`src/rtl/text_pkg.sv`:
```
// text_pkg: shared constants, control codes and FSM states for the text console
package text_pkg;
  localparam int COLS = 80;
  localparam int ROWS = 25;
  localparam int AW = 9;
  localparam int WORDS = COLS * ROWS / 4;
  localparam logic [7:0] BLANK = 8'h20;
  localparam logic [7:0] CH_LF = 8'h0A;
  localparam logic [7:0] CH_FF = 8'h0C;
  localparam logic [7:0] CH_CR = 8'h0D;
  typedef enum logic [1:0] {IDLE, CLR_SCREEN, CLR_LINE} state_t;
endpackage

```
`src/rtl/text_console_ctrl_if.sv`:
```
// text_console_ctrl_if: byte stream handshake into the console controller
interface text_console_ctrl_if;
  logic [7:0] in_data;
  logic in_valid;
  logic in_ready;
  modport master(output in_data, output in_valid, input in_ready);
  modport slave(input in_data, input in_valid, output in_ready);
endinterface

```
`src/rtl/text_fill_seq.sv`:
```
// text_fill_seq: walks count consecutive word addresses from base, one per cycle
module text_fill_seq #(
  parameter int AW = 9,
  parameter int RST_COUNT = 500
) (
  input  logic          clk,
  input  logic          resetn,
  input  logic          start,
  input  logic [AW-1:0] base,
  input  logic [AW-1:0] count,
  output logic [AW-1:0] addr,
  output logic          we,
  output logic          done
);
  logic [AW-1:0] base_r, cnt_r, k;
  assign addr = base_r + k;
  assign done = we && (k == cnt_r - AW'(1));
  // Comes out of reset already running a full-screen sweep from address 0
  always_ff @(posedge clk or negedge resetn) begin
    if (!resetn) begin
      we <= 1'b1;
      base_r <= '0;
      cnt_r <= AW'(RST_COUNT);
      k <= '0;
    end else if (start) begin
      we <= 1'b1;
      base_r <= base;
      cnt_r <= count;
      k <= '0;
    end else if (we) begin
      if (done) we <= 1'b0;
      else k <= k + AW'(1);
    end
  end
endmodule

```
`src/rtl/text_console_ctrl.sv`:
```
// text_console_ctrl: packs a byte stream into text RAM word writes with cursor, wrap and clears
module text_console_ctrl
  import text_pkg::*;
#(
  parameter int COLS = text_pkg::COLS,
  parameter int ROWS = text_pkg::ROWS,
  parameter logic [7:0] BLANK = text_pkg::BLANK,
  parameter int AW = text_pkg::AW
) (
  input  logic                 clk,
  input  logic                 resetn,
  text_console_ctrl_if.slave   s,
  output logic [AW-1:0]        write_address,
  output logic [31:0]          write_data,
  output logic                 write_en,
  output logic [6:0]           cursor_col,
  output logic [4:0]           cursor_row,
  output logic                 busy
);
  localparam int LW = $clog2(COLS * ROWS);
  localparam logic [AW-1:0] NWORDS = AW'(COLS * ROWS / 4);
  localparam logic [AW-1:0] LWORDS = AW'(COLS / 4);
  localparam logic [31:0] BLANK4 = {4{BLANK}};
  state_t state;
  logic [31:0] wbuf, nword;
  logic fire, printable, is_lf, is_ff, at_end, fill_start, fill_we, fill_done;
  logic [4:0] nrow;
  logic [LW-1:0] lin;
  logic [AW-1:0] fill_base, fill_count, fill_addr;
  assign s.in_ready = (state == IDLE);
  assign busy = (state != IDLE);
  assign fire = s.in_valid & s.in_ready;
  assign printable = (s.in_data >= 8'h20) && (s.in_data != 8'h7F);
  assign is_lf = (s.in_data == CH_LF);
  assign is_ff = (s.in_data == CH_FF);
  assign at_end = (cursor_col == 7'(COLS - 1));
  assign nrow = (cursor_row == 5'(ROWS - 1)) ? '0 : cursor_row + 5'd1;
  assign lin = LW'(cursor_row) * LW'(COLS) + LW'(cursor_col);
  assign fill_start = fire & (is_ff | is_lf | (printable & at_end));
  assign fill_base = is_ff ? '0 : AW'((LW'(nrow) * LW'(COLS)) >> 2);
  assign fill_count = is_ff ? NWORDS : LWORDS;
  // Cursor word with the incoming byte dropped into its lane
  always_comb begin
    nword = wbuf;
    nword[8*cursor_col[1:0] +: 8] = s.in_data;
  end
  text_fill_seq #(.AW(AW), .RST_COUNT(COLS * ROWS / 4)) u_fill (
    .clk(clk),
    .resetn(resetn),
    .start(fill_start),
    .base(fill_base),
    .count(fill_count),
    .addr(fill_addr),
    .we(fill_we),
    .done(fill_done)
  );
  // Main FSM: character writes and cursor moves in IDLE, fill writes otherwise
  always_ff @(posedge clk or negedge resetn) begin
    if (!resetn) begin
      state <= CLR_SCREEN;
      write_en <= 1'b0;
      write_address <= '0;
      write_data <= '0;
      cursor_col <= '0;
      cursor_row <= '0;
      wbuf <= BLANK4;
    end else if (state == IDLE) begin
      write_en <= fire & printable;
      if (fire & printable) begin
        write_address <= AW'(lin >> 2);
        write_data <= nword;
        wbuf <= (cursor_col[1:0] == 2'd3) ? BLANK4 : nword;
        cursor_col <= at_end ? '0 : cursor_col + 7'd1;
        if (at_end) begin
          cursor_row <= nrow;
          state <= CLR_LINE;
        end
      end else if (fire & is_lf) begin
        cursor_col <= '0;
        cursor_row <= nrow;
        wbuf <= BLANK4;
        state <= CLR_LINE;
      end else if (fire & is_ff) begin
        cursor_col <= '0;
        cursor_row <= '0;
        wbuf <= BLANK4;
        state <= CLR_SCREEN;
      end
    end else begin
      write_en <= fill_we;
      write_address <= fill_addr;
      write_data <= BLANK4;
      if (fill_done) state <= IDLE;
    end
  end
endmodule
```
`src/flat_wrapper.sv`:
```
// flat-port wrapper written by rule: the top's interface ports become plain ports
module text_console_ctrl_flat import text_pkg::*;
#(
  parameter int COLS = text_pkg::COLS,
  parameter int ROWS = text_pkg::ROWS,
  parameter logic [7:0] BLANK = text_pkg::BLANK,
  parameter int AW = text_pkg::AW
)
  (clk, resetn, write_address, write_data, write_en, cursor_col, cursor_row, busy, s_in_data, s_in_valid, s_in_ready);
  text_console_ctrl_if s_i ();
  input  logic clk;
  input  logic resetn;
  output logic [AW-1:0] write_address;
  output logic [31:0] write_data;
  output logic write_en;
  output logic [6:0] cursor_col;
  output logic [4:0] cursor_row;
  output logic busy;
  input wire logic [$bits(s_i.in_data)-1:0] s_in_data;
  input wire logic [$bits(s_i.in_valid)-1:0] s_in_valid;
  output wire logic [$bits(s_i.in_ready)-1:0] s_in_ready;
  assign s_i.in_data = s_in_data;
  assign s_i.in_valid = s_in_valid;
  assign s_in_ready = s_i.in_ready;
  text_console_ctrl #(.COLS(COLS), .ROWS(ROWS), .BLANK(BLANK), .AW(AW)) u_core (.clk(clk), .resetn(resetn), .s(s_i), .write_address(write_address), .write_data(write_data), .write_en(write_en), .cursor_col(cursor_col), .cursor_row(cursor_row), .busy(busy));
endmodule
```
`config.mk`:
```
export PLATFORM = sky130hd
export DESIGN_NAME = text_console_ctrl_flat
export DESIGN_NICKNAME = d
export VERILOG_FILES = /design/src/rtl/text_pkg.sv /design/src/rtl/text_console_ctrl_if.sv /design/src/rtl/text_fill_seq.sv /design/src/rtl/text_console_ctrl.sv /design/src/flat_wrapper.sv
export SDC_FILE = /design/constraint.sdc
export NUM_CORES = 1
export LEC_CHECK = 0
export BUFFER_PORTS_ARGS = -buffer_cell sky130_fd_sc_hd__buf_2
export CORE_ASPECT_RATIO = 1.1
export CORE_MARGIN = 1
export CORE_UTILIZATION = 30
export CTS_CLUSTER_DIAMETER = 120
export DETAILED_ROUTE_END_ITERATION = 10
export HOLD_SLACK_MARGIN = 0.12
export PLACE_DENSITY_LB_ADDON = 0.3
export SKIP_LAST_GASP = 1
export SLEW_MARGIN = 5
export SYNTH_ARGS = -nofsm -noshare
export SYNTH_HDL_FRONTEND = slang
export SYNTH_SLANG_ARGS = --single-unit
export TNS_END_PERCENT = 20
```
`constraint.sdc`:
```
create_clock -name clk -period 3 [get_ports clk]
set_clock_uncertainty 0.15 [all_clocks]
set_input_delay 0.15 -clock clk [delete_from_list [all_inputs] [get_ports clk]]
set_output_delay 0.15 -clock clk [all_outputs]
set_load 0.03 [all_outputs]
```
; ---- After elaboration in Yosys (flattened, before gate mapping)
; Cells that the tools add are included.
[totals]
latch_bits = 0
mem_bits_ro = 0
reg_bits = 116
word_cells = 87
ram_bits = 0
n_memories = 0
[classes]
div_mod_pow = 0
n_mux = 33
n_addsub = 7
n_shift = 2
reduce_logical = 11
eq_ne = 12
n_lt_le_gt_ge = 1
bitwise = 8
multipliers = 2
[ops]
columns = op, count
row1 = $mux 32, 6
row2 = $mux 9, 7
row3 = $neg 5->34, 1
row4 = $shift 8x34->32 const A, 1
row5 = $shiftx 8x34->32, 1
row6 = $bwmux 32, 1
row7 = $mux 7, 4
row8 = $mux 5, 5
row9 = $eq 8x4->1 const B, 2
row10 = $mul 5x3->7 const B, 2
row11 = $mux 2, 6
row12 = $add 11x7->11, 1
row13 = $add 9x1->9 const B, 1
row14 = $add 9x9->9, 1
row15 = $eq 9x9->1, 1
row16 = $sub 9x1->9 const B, 1
row17 = $ge 8x6->1 const B, 1
row18 = $ne 8x7->1 const B, 1
row19 = $add 7x1->7 const B, 1
row20 = $eq 7x7->1 const B, 1
row21 = $and 1x1->1, 6
row22 = $reduce_and 3->1, 2
row23 = $reduce_bool 2->1, 3
row24 = $add 5x1->5 const B, 1
row25 = other kinds (12), 19

; ---- Logic depth before layout (Yosys ltp)
; Gate-level depths: netlist of the first run.
[depth]
depth_word = 7
depth_mapped = 11
ltp_nobuf = 11

; ---- Modules after synthesis
; From an unflattened synthesis of the first run, not the netlist that was laid out.
[hier_totals]
hier_cells = 667
hier_area_um2 = 6351.1
[modules_own_cells]
columns = mod, area_per_inst_um2, n_inst, cells_per_inst
row1 = text_console_ctrl, 4563.1, 1, 488
row2 = text_fill_seq, 1788.0, 1, 179

; ---- Worst setup path after synthesis of the first run
; OpenSTA, ideal clock, no wires.
[synth_path]
path_type = reg2reg
from = register u_core.cursor_row[1]
to = register u_core.u_fill.base_r[8]
t_arrival_ps = 2774
path_slack_ps = -19
t_required_ps = 2755
n_path_buf = 0
setup_time_ps = 95
stages_incl_launch_ff = 12
cell_sequence = dfrtp_1 inv_1 ha_1 o21ai_0 a22oi_1 inv_1 ha_1 ha_1 a21o_1 maj3_1 xor2_1 o31ai_1
[synth_via]
elab_chain_len = 4
elab_cells_between_ends = 5
cone_classes = add/sub (1) / mul (1) / eq/ne (1) / mux (2)
[synth_lines]
columns = item, line
row1 = "start, declared", text_console_ctrl.sv:17  ; output logic [4:0] cursor_row,
row2 = "start signal, assigned", text_console_ctrl.sv:75  ; cursor_row <= nrow;
row3 = "start signal, assigned", text_console_ctrl.sv:80  ; cursor_row <= nrow;
row4 = $add 5x1->5 or $eq 5x5->1 (tied branches), text_console_ctrl.sv:37  ; assign nrow = (cursor_row == 5'(ROWS - 1)) ? '0 : cursor_row + 5'd1;
row5 = $mux 5 *, text_console_ctrl.sv:37
row6 = $mul 5x3->7 *, text_console_ctrl.sv:40  ; assign fill_base = is_ff ? '0 : AW'((LW'(nrow) * LW'(COLS)) >> 2);
row7 = $mux 9 *, text_console_ctrl.sv:40
row8 = "end signal, assigned", text_fill_seq.sv:27  ; base_r <= base;
row9 = "end, declared", text_fill_seq.sv:15  ; logic [AW-1:0] base_r, cnt_r, k;
; Mark *: on every way between the ends. The rest lies on a longest branch, timed or not.
; A chain may end at the register's enable or synchronous reset.

; ---- Worst setup path after layout of the first run
[layout_path]
from = register u_core.cursor_row[1]
to = register u_core.u_fill.base_r[7]
; Same word-level chain as after synthesis.

==> results.md, run 1 <==
- YS warnings: 0
- Post-DP Area: 6330 sq um
- Post-Route WL: 15200 um
- Post-synth EDFFs: 0
- Drt pass-1 iters: 4
- DR vias/cell: 5.11
- Cell-by-cell listing of the critical path: inv_1 -> ha_4 -> nand2_1 -> a221o_1 -> ha_1 -> ha_1 -> fa_1 -> xor2_2 -> xnor2_1 -> o31ai_1
- Htree depth: 3
- GPL Wtd Cong: 0.801
- Core area: 18500 sq um
- Synth Register Bits: 106
- Setup CP Type: reg -> reg
- Share of cells above drive strength 1: 0.209
- Die X: 134 um
- Vias in the first global route: 4553
- Clock sink total: 106
- Yosys top cell area share: 0.431
- Max Root-Sink Buffers: 2
- Vias: 4516
- DP HPWL: 10700 um
- Worst-path clk slew: 0.08 ns
- Worst Hold Class: in -> reg
- Arrival @ worst endpoint: 2.97 ns
- Starting density of the core: 0.310
- Fin cells: 884
- Data required, critical path: 3.11 ns
- Root Driver: clkbuf_16
- Worst path max stage delay: 0.42 ns
- CTS Buf Count: 9
- Max-Cap Viols: 0
- Initial drt markers: 248
- Most used cell, CP: ha_1
- Post-Synthesis Cell Area: 5740 sq um
- WL/cell: 17.1 um
- Total grt overflow: 0
- CP endpoint kind: register
- Num ports: 67
- P&R area growth vs syn: 18.0%
- Least-Margin Pin Slew: 0.816 ns
- Minimum clock period: 2.86 ns
- Final TNS setup: 0 ns
- Distinct cells, synth: 68
- Seq/Total Area, Yosys: 0.463
- Hold Fails Final Rpt: 0
- Async SR Flop Fraction: 1.00
- Primary FF master, synth: dfrtp_1
- Final net count: 680
- Port-buffer cells: 66
- P per Cell Area: 807 nW/um^2
- Total Routing Usage GR: 0.160
- Fin area: 6770 sq um
- Rel. slew slack: 0.456
- Static Leak: 3.15 nW
- Status: completed
- Worst skew pair latency: 0.35 ns
- Area leader, netlist: dfrtp_1
- Critical path peak fanout: 4
- Crit-path slowest cell: dfrtp_2
- Hold slack: 0.121 ns
- Worst VDD drop: 0.000350 V
- DRC: 0
- Slew Limit Fails: 0
- Largest net degree at the start of global routing: 60
- Placed cells: 859
- Net count after synthesis: 608
- Initial antenna violation count: 0
- Fillers: 1915
- Commonest non-fill, non-tap cell in the layout: dfrtp_1
- CP Launch Type: register
- N_diodes: 0
- CTS tree: built
- Final ANT Viol Nets: 0
- Top post-synthesis cells by area: dfrtp_1, ha_1, a21oi_1
- Gate Count Post-Synth: 564
- Die Y: 147 um
- Post-synthesis area per instance: 10.2 sq um
- Most frequent cells in the layout: dfrtp_1, buf_2, a21oi_1
- Setup violators final: 0
- Tcrit/Tclk final: 0.954
- Max Fclk: 349 MHz
- Die Footprint: 19700 sq um
- First-pass GRT wire length: 24600 um
- FP Rows: 52
worst max-delay path: cells and delay by family, from the launching register on:
kind                       cells  cell delay (ns)
buffers and inverters          1             0.13
adders and majority gates      4             1.12
xor gates and xnor gates       2             0.29
AOI/OAI and AO/OA              2             0.60
DFF                            1             0.42
and+or+nand+nor                1             0.05
layer usage:
metal	track usage	up-vias	wire [um]
li1	-	2166	-
met1	0.212	2235	6950
met2	0.259	93	7200
met3	0.0300	22	656
met4	0.0568	0	342
met5	0	-	0
flip-flops by register name (all words and copies together), names as in the netlist, 2 cells and up:
signal / flops
u_core.wbuf: 32
u_core.write_data: 32
u_core.u_fill.k: 9
u_core.write_address: 9
u_core.cursor_col: 7
u_core.u_fill.base_r: 7
u_core.cursor_row: 5
u_core.state: 2
where the power goes:
| part | total (W) | switching [W] | leakage, nW | internal [W] |
|---|---|---|---|---|
| Sequential | 0.00206 | 0.000310 | 1.37 | 0.00175 |
| Clock | 0.00131 | 0.000569 | 0.156 | 0.000739 |
| Combinational | 0.00210 | 0.00136 | 1.62 | 0.000741 |
| Total | 0.00547 | 0.00224 | 3.15 | 0.00323 |
logic make-up (layout without fill, tap and decap cells):
| kind of cell | count (synthesis) | count (layout) | synth area share |
|---|---|---|---|
| mux | 3 | 3 | 0.00566 |
| buf+inv | 44 | 121 | 0.0414 |
| compound gates | 174 | 174 | 0.202 |
| xor+xnor | 24 | 24 | 0.0366 |
| fa+ha+maj | 34 | 34 | 0.0789 |
| flops | 106 | 106 | 0.463 |
| simple gates | 179 | 179 | 0.173 |
cells in the mapped netlist, drive strengths merged, types with 8 or more instances:
| cell | count |
|---|---|
| xor2 | 13 |
| clkbuf | 10 |
| o21ai | 48 |
| a21o | 8 |
| buf | 21 |
| inv | 13 |
| nor2 | 32 |
| ha | 29 |
| dfrtp | 99 |
| nand3 | 39 |
| a21oi | 55 |
| nor2b | 35 |
| xnor2 | 11 |
| nand2 | 34 |
| a22o | 29 |
stage by stage:
step | total power (W) | util | setup WS, ns
after floorplan | 0.00350 | - | 0.0327
after global placement | 0.00411 | 0.341 | 0.167
after detailed placement | 0.00417 | 0.341 | 0.108
after CTS | 0.00549 | 0.363 | 0.0984
after global routing | 0.00581 | 0.365 | -0.0267
final | 0.00547 | 0.365 | 0.137
final cells by class:
class / count / area, sq um / area share
tap: 243 / 304 / 0.0449
clock buffer: 9 / 225 / 0.0332
sequential: 106 / 2660 / 0.393
timing repair buffer: 92 / 558 / 0.0824
clock inverter: 7 / 98.8 / 0.0146
multi-input combinational: 414 / 2880 / 0.425
inverter: 13 / 48.8 / 0.00720
final timing paths:
kind,depth (start not counted),from,endpoint,slack [ns]
worst max-delay path,10,u_core.cursor_row[1],u_core.u_fill.base_r[7],0.14
worst min-delay path,3,s_in_data[2],u_core.write_data[10],0.12
worst max register to register,10,u_core.cursor_row[1],u_core.u_fill.base_r[7],0.14
worst min register to register,2,u_core.u_fill.base_r[7],u_core.u_fill.base_r[7],0.34
max in group asynchronous,3,resetn,u_core.state[0],1.63
min in group asynchronous,2,resetn,u_core.write_address[7],0.29
timing repair:
| action | CTS | global route |
|---|---|---|
| resized for setup | 0 | 4 |
| setup buffers | 0 | 2 |
| hold buffers | 7 | 0 |
| endpoints found under the setup margin | 0 | 2 |
| endpoints found under the hold margin | 84 | 0 |
(Power assumes the default switching activity.)
==> run 2: changes to the inputs <==
Settings changed: BUFFER_PORTS_ARGS -buffer_cell sky130_fd_sc_hd__buf_2 to not set, CORE_UTILIZATION 30 to 58, DONT_BUFFER_PORTS set to 1.
==> results.md, run 2 (synthesis results as in run 1) <==
- Status: completed
- Hold slack: 0.153 ns (+0.0320 ns)
- Cell-by-cell listing of the critical path: buf_4 -> and4b_1 -> a221o_1 -> ha_1 -> ha_1 -> a21o_1 -> maj3_1 -> xor2_1 -> o31ai_2
- First-pass GRT wire length: 23200 um (-5.9%)
- Hold path startpoint: s_in_valid
- Setup CP Type: reg -> reg
- Largest registers: u_core.wbuf x32, u_core.write_data x32
- Worst Hold Class: in -> reg
- Worst VDD drop: 0.000535 V (+53%)
- Max Fclk: 351 MHz (+0.50%)
- Minimum clock period: 2.85 ns (-0.0142 ns)
- WL/cell: 20.1 um (+17%)
- CTS Buf Count: 9 (unchanged)
- Total grt overflow: 0 (unchanged)
- Rel. slew slack: 0.428 (-0.0280)
- Share of cells above drive strength 1: 0.130 (-0.0787)
- Die Footprint: 10300 sq um (-48%)
- Busiest grt layer: met2
- Commonest non-fill, non-tap cell in the layout: dfrtp_1
- Fin area: 6230 sq um (-8.1%)
- DP HPWL: 9650 um (-10%)
- Placed cells: 673 (-22%)
- Static Leak: 2.82 nW (-10%)
- Tcrit/Tclk final: 0.950 (-0.00473)
- Max Root-Sink Buffers: 2 (unchanged)
- Final ANT Viol Nets: 0 (unchanged)
- Post-Route WL: 14100 um (-7.1%)
- Worst-path clk slew: 0.10 ns (+0.02 ns)
- Top delay family on crit path: adder cells
- FP Rows: 37 (-29%)
- Worst path max stage delay: 0.45 ns (+0.03 ns)
- CP endpoint kind: register
- P&R area growth vs syn: 8.43%
- Least-Margin Pin Slew: 0.856 ns (+0.0401 ns)
- Core area: 9490 sq um (-49%)
- Largest net degree at the start of global routing: 107 (+78%)
- Die Y: 106 um (-28%)
- Max-Cap Viols: 0 (unchanged)
- Num ports: 67 (unchanged)
- P per Cell Area: 788 nW/um^2 (-2.4%)
- Hold Fails Final Rpt: 0 (unchanged)
- GPL Wtd Cong: 0.927 (+16%)
- Most frequent cells in the layout: dfrtp_1, a21oi_1, o21ai_0
- Critical Path Start: u_core.cursor_row[0]
- R2r startpoint: u_core.cursor_row[0]
- CTS tree: built
- Die X: 96.9 um (-28%)
- Arrival @ worst endpoint: 2.99 ns (+0.02 ns)
- Vias in the first global route: 4448 (-2.3%)
- Clock sink total: 106 (unchanged)
- Most used cell, CP: ha_1
- Drt pass-1 iters: 5 (+1)
- DR vias/cell: 6.36 (+24%)
- Slew Limit Fails: 0 (unchanged)
- Post-DP Area: 5870 sq um (-7.2%)
- Critical path peak fanout: 5 (+1)
- Starting density of the core: 0.605 (+0.295)
- Initial antenna violation count: 0 (unchanged)
- Htree depth: 3 (unchanged)
- Final net count: 622 (-8.5%)
- Fin cells: 700 (-21%)
- N_diodes: 0 (unchanged)
- Initial drt markers: 229 (-7.7%)
- Total Routing Usage GR: 0.286 (+0.126)
- Vias: 4450 (-1.5%)
- CP bufs+invs: 1 (unchanged)
- Worst skew pair latency: 0.38 ns (+0.03 ns)
- Root Driver: clkbuf_8
- Setup Fix Bufs, Post-CTS: 0 (unchanged)
- Crit-path slowest cell: dfrtp_2
- Setup violators final: 0 (unchanged)
- Met1 Track Usage GR: 0.394 (+0.181)
- DRC: 0 (unchanged)
- Data required, critical path: 3.14 ns (+0.03 ns)
- Port-buffer cells: 0 (-100%)
- Met2 Use GR: 0.459 (+0.199)
- CP Launch Type: register
- Met3 usage: 0.0519 (+0.0219)
==> run 2: cell count changes in the layout (fill, tap and decap cells not counted), moves of 3 or more <==
cell,before,now
clkbuf_8,0,10
clkbuf_16,9,0
buf_4,19,23
buf_2,65,0
dlygate4sd3_1,7,10
==> run 2: final cells by class <==
class / instances / area, sq um
Fill cell: 753 / 3260
Multi-Input combinational cell: 414 / 2870
Sequential cell: 106 / 2660
Timing Repair Buffer: 34 / 300
Tap cell: 117 / 146
Clock buffer: 10 / 138
Clock inverter: 6 / 56.3
Inverter: 13 / 48.8
==> run 2: report_power, final <==
group	switching [W]	internal [W]	leakage (nW)	total, W
Sequential	0.000530	0.00175	1.37	0.00228
Clock	0.000521	0.000342	0.0969	0.000863
Combinational	0.00111	0.000658	1.35	0.00177
==> run 2: worst paths after layout <==
kind	end	slack (ns)	depth (start not counted)
max in group asynchronous	u_core.cursor_row[1]	2.04	2
min in group asynchronous	u_core.write_address[0]	0.22	2
hold reg to reg	u_core.u_fill.base_r[4]	0.34	2
setup / recovery	u_core.u_fill.base_r[8]	0.15	9
hold / removal	u_core.cursor_col[6]	0.15	3
setup reg to reg	u_core.u_fill.base_r[8]	0.15	9
==> run 2: through the flow <==
stage               TNS (ns)  setup WS [ns]  utilization  total power [W]
finish                     0          0.151        0.656          0.00491
CTS                        0         0.0386        0.653          0.00490
floorplan                  0         0.0327            -          0.00350
global placement           0          0.175        0.619          0.00391
detailed placement         0         0.0537        0.619          0.00398
global route         -0.0309        -0.0309        0.656          0.00520
==> run 2: timing repair <==
action | in CTS | in global routing
resized for setup | 0 | 7
endpoints found under the hold margin | 184 | 0
hold buffers | 11 | 0
setup endpoints to repair | 0 | 2
==> run 2: routing by layer <==
metal | vias up | wire length (um) | share of wire
met3 | 20 | 873 | 0.062
met5 | - | 0 | 0
met1 | 2232 | 6200 | 0.44
li1 | 2055 | - | -
met2 | 143 | 6800 | 0.48
met4 | 0 | 217 | 0.015
==> run 2: worst register-to-register path: stages (launching register included) <==
cell and delay [ns]:
dfrtp_2 0.45, buf_4 0.20, and4b_1 0.19, a221o_1 0.34, ha_1 0.33, ha_1 0.23
a21o_1 0.19, maj3_1 0.37, xor2_1 0.16, o31ai_2 0.17
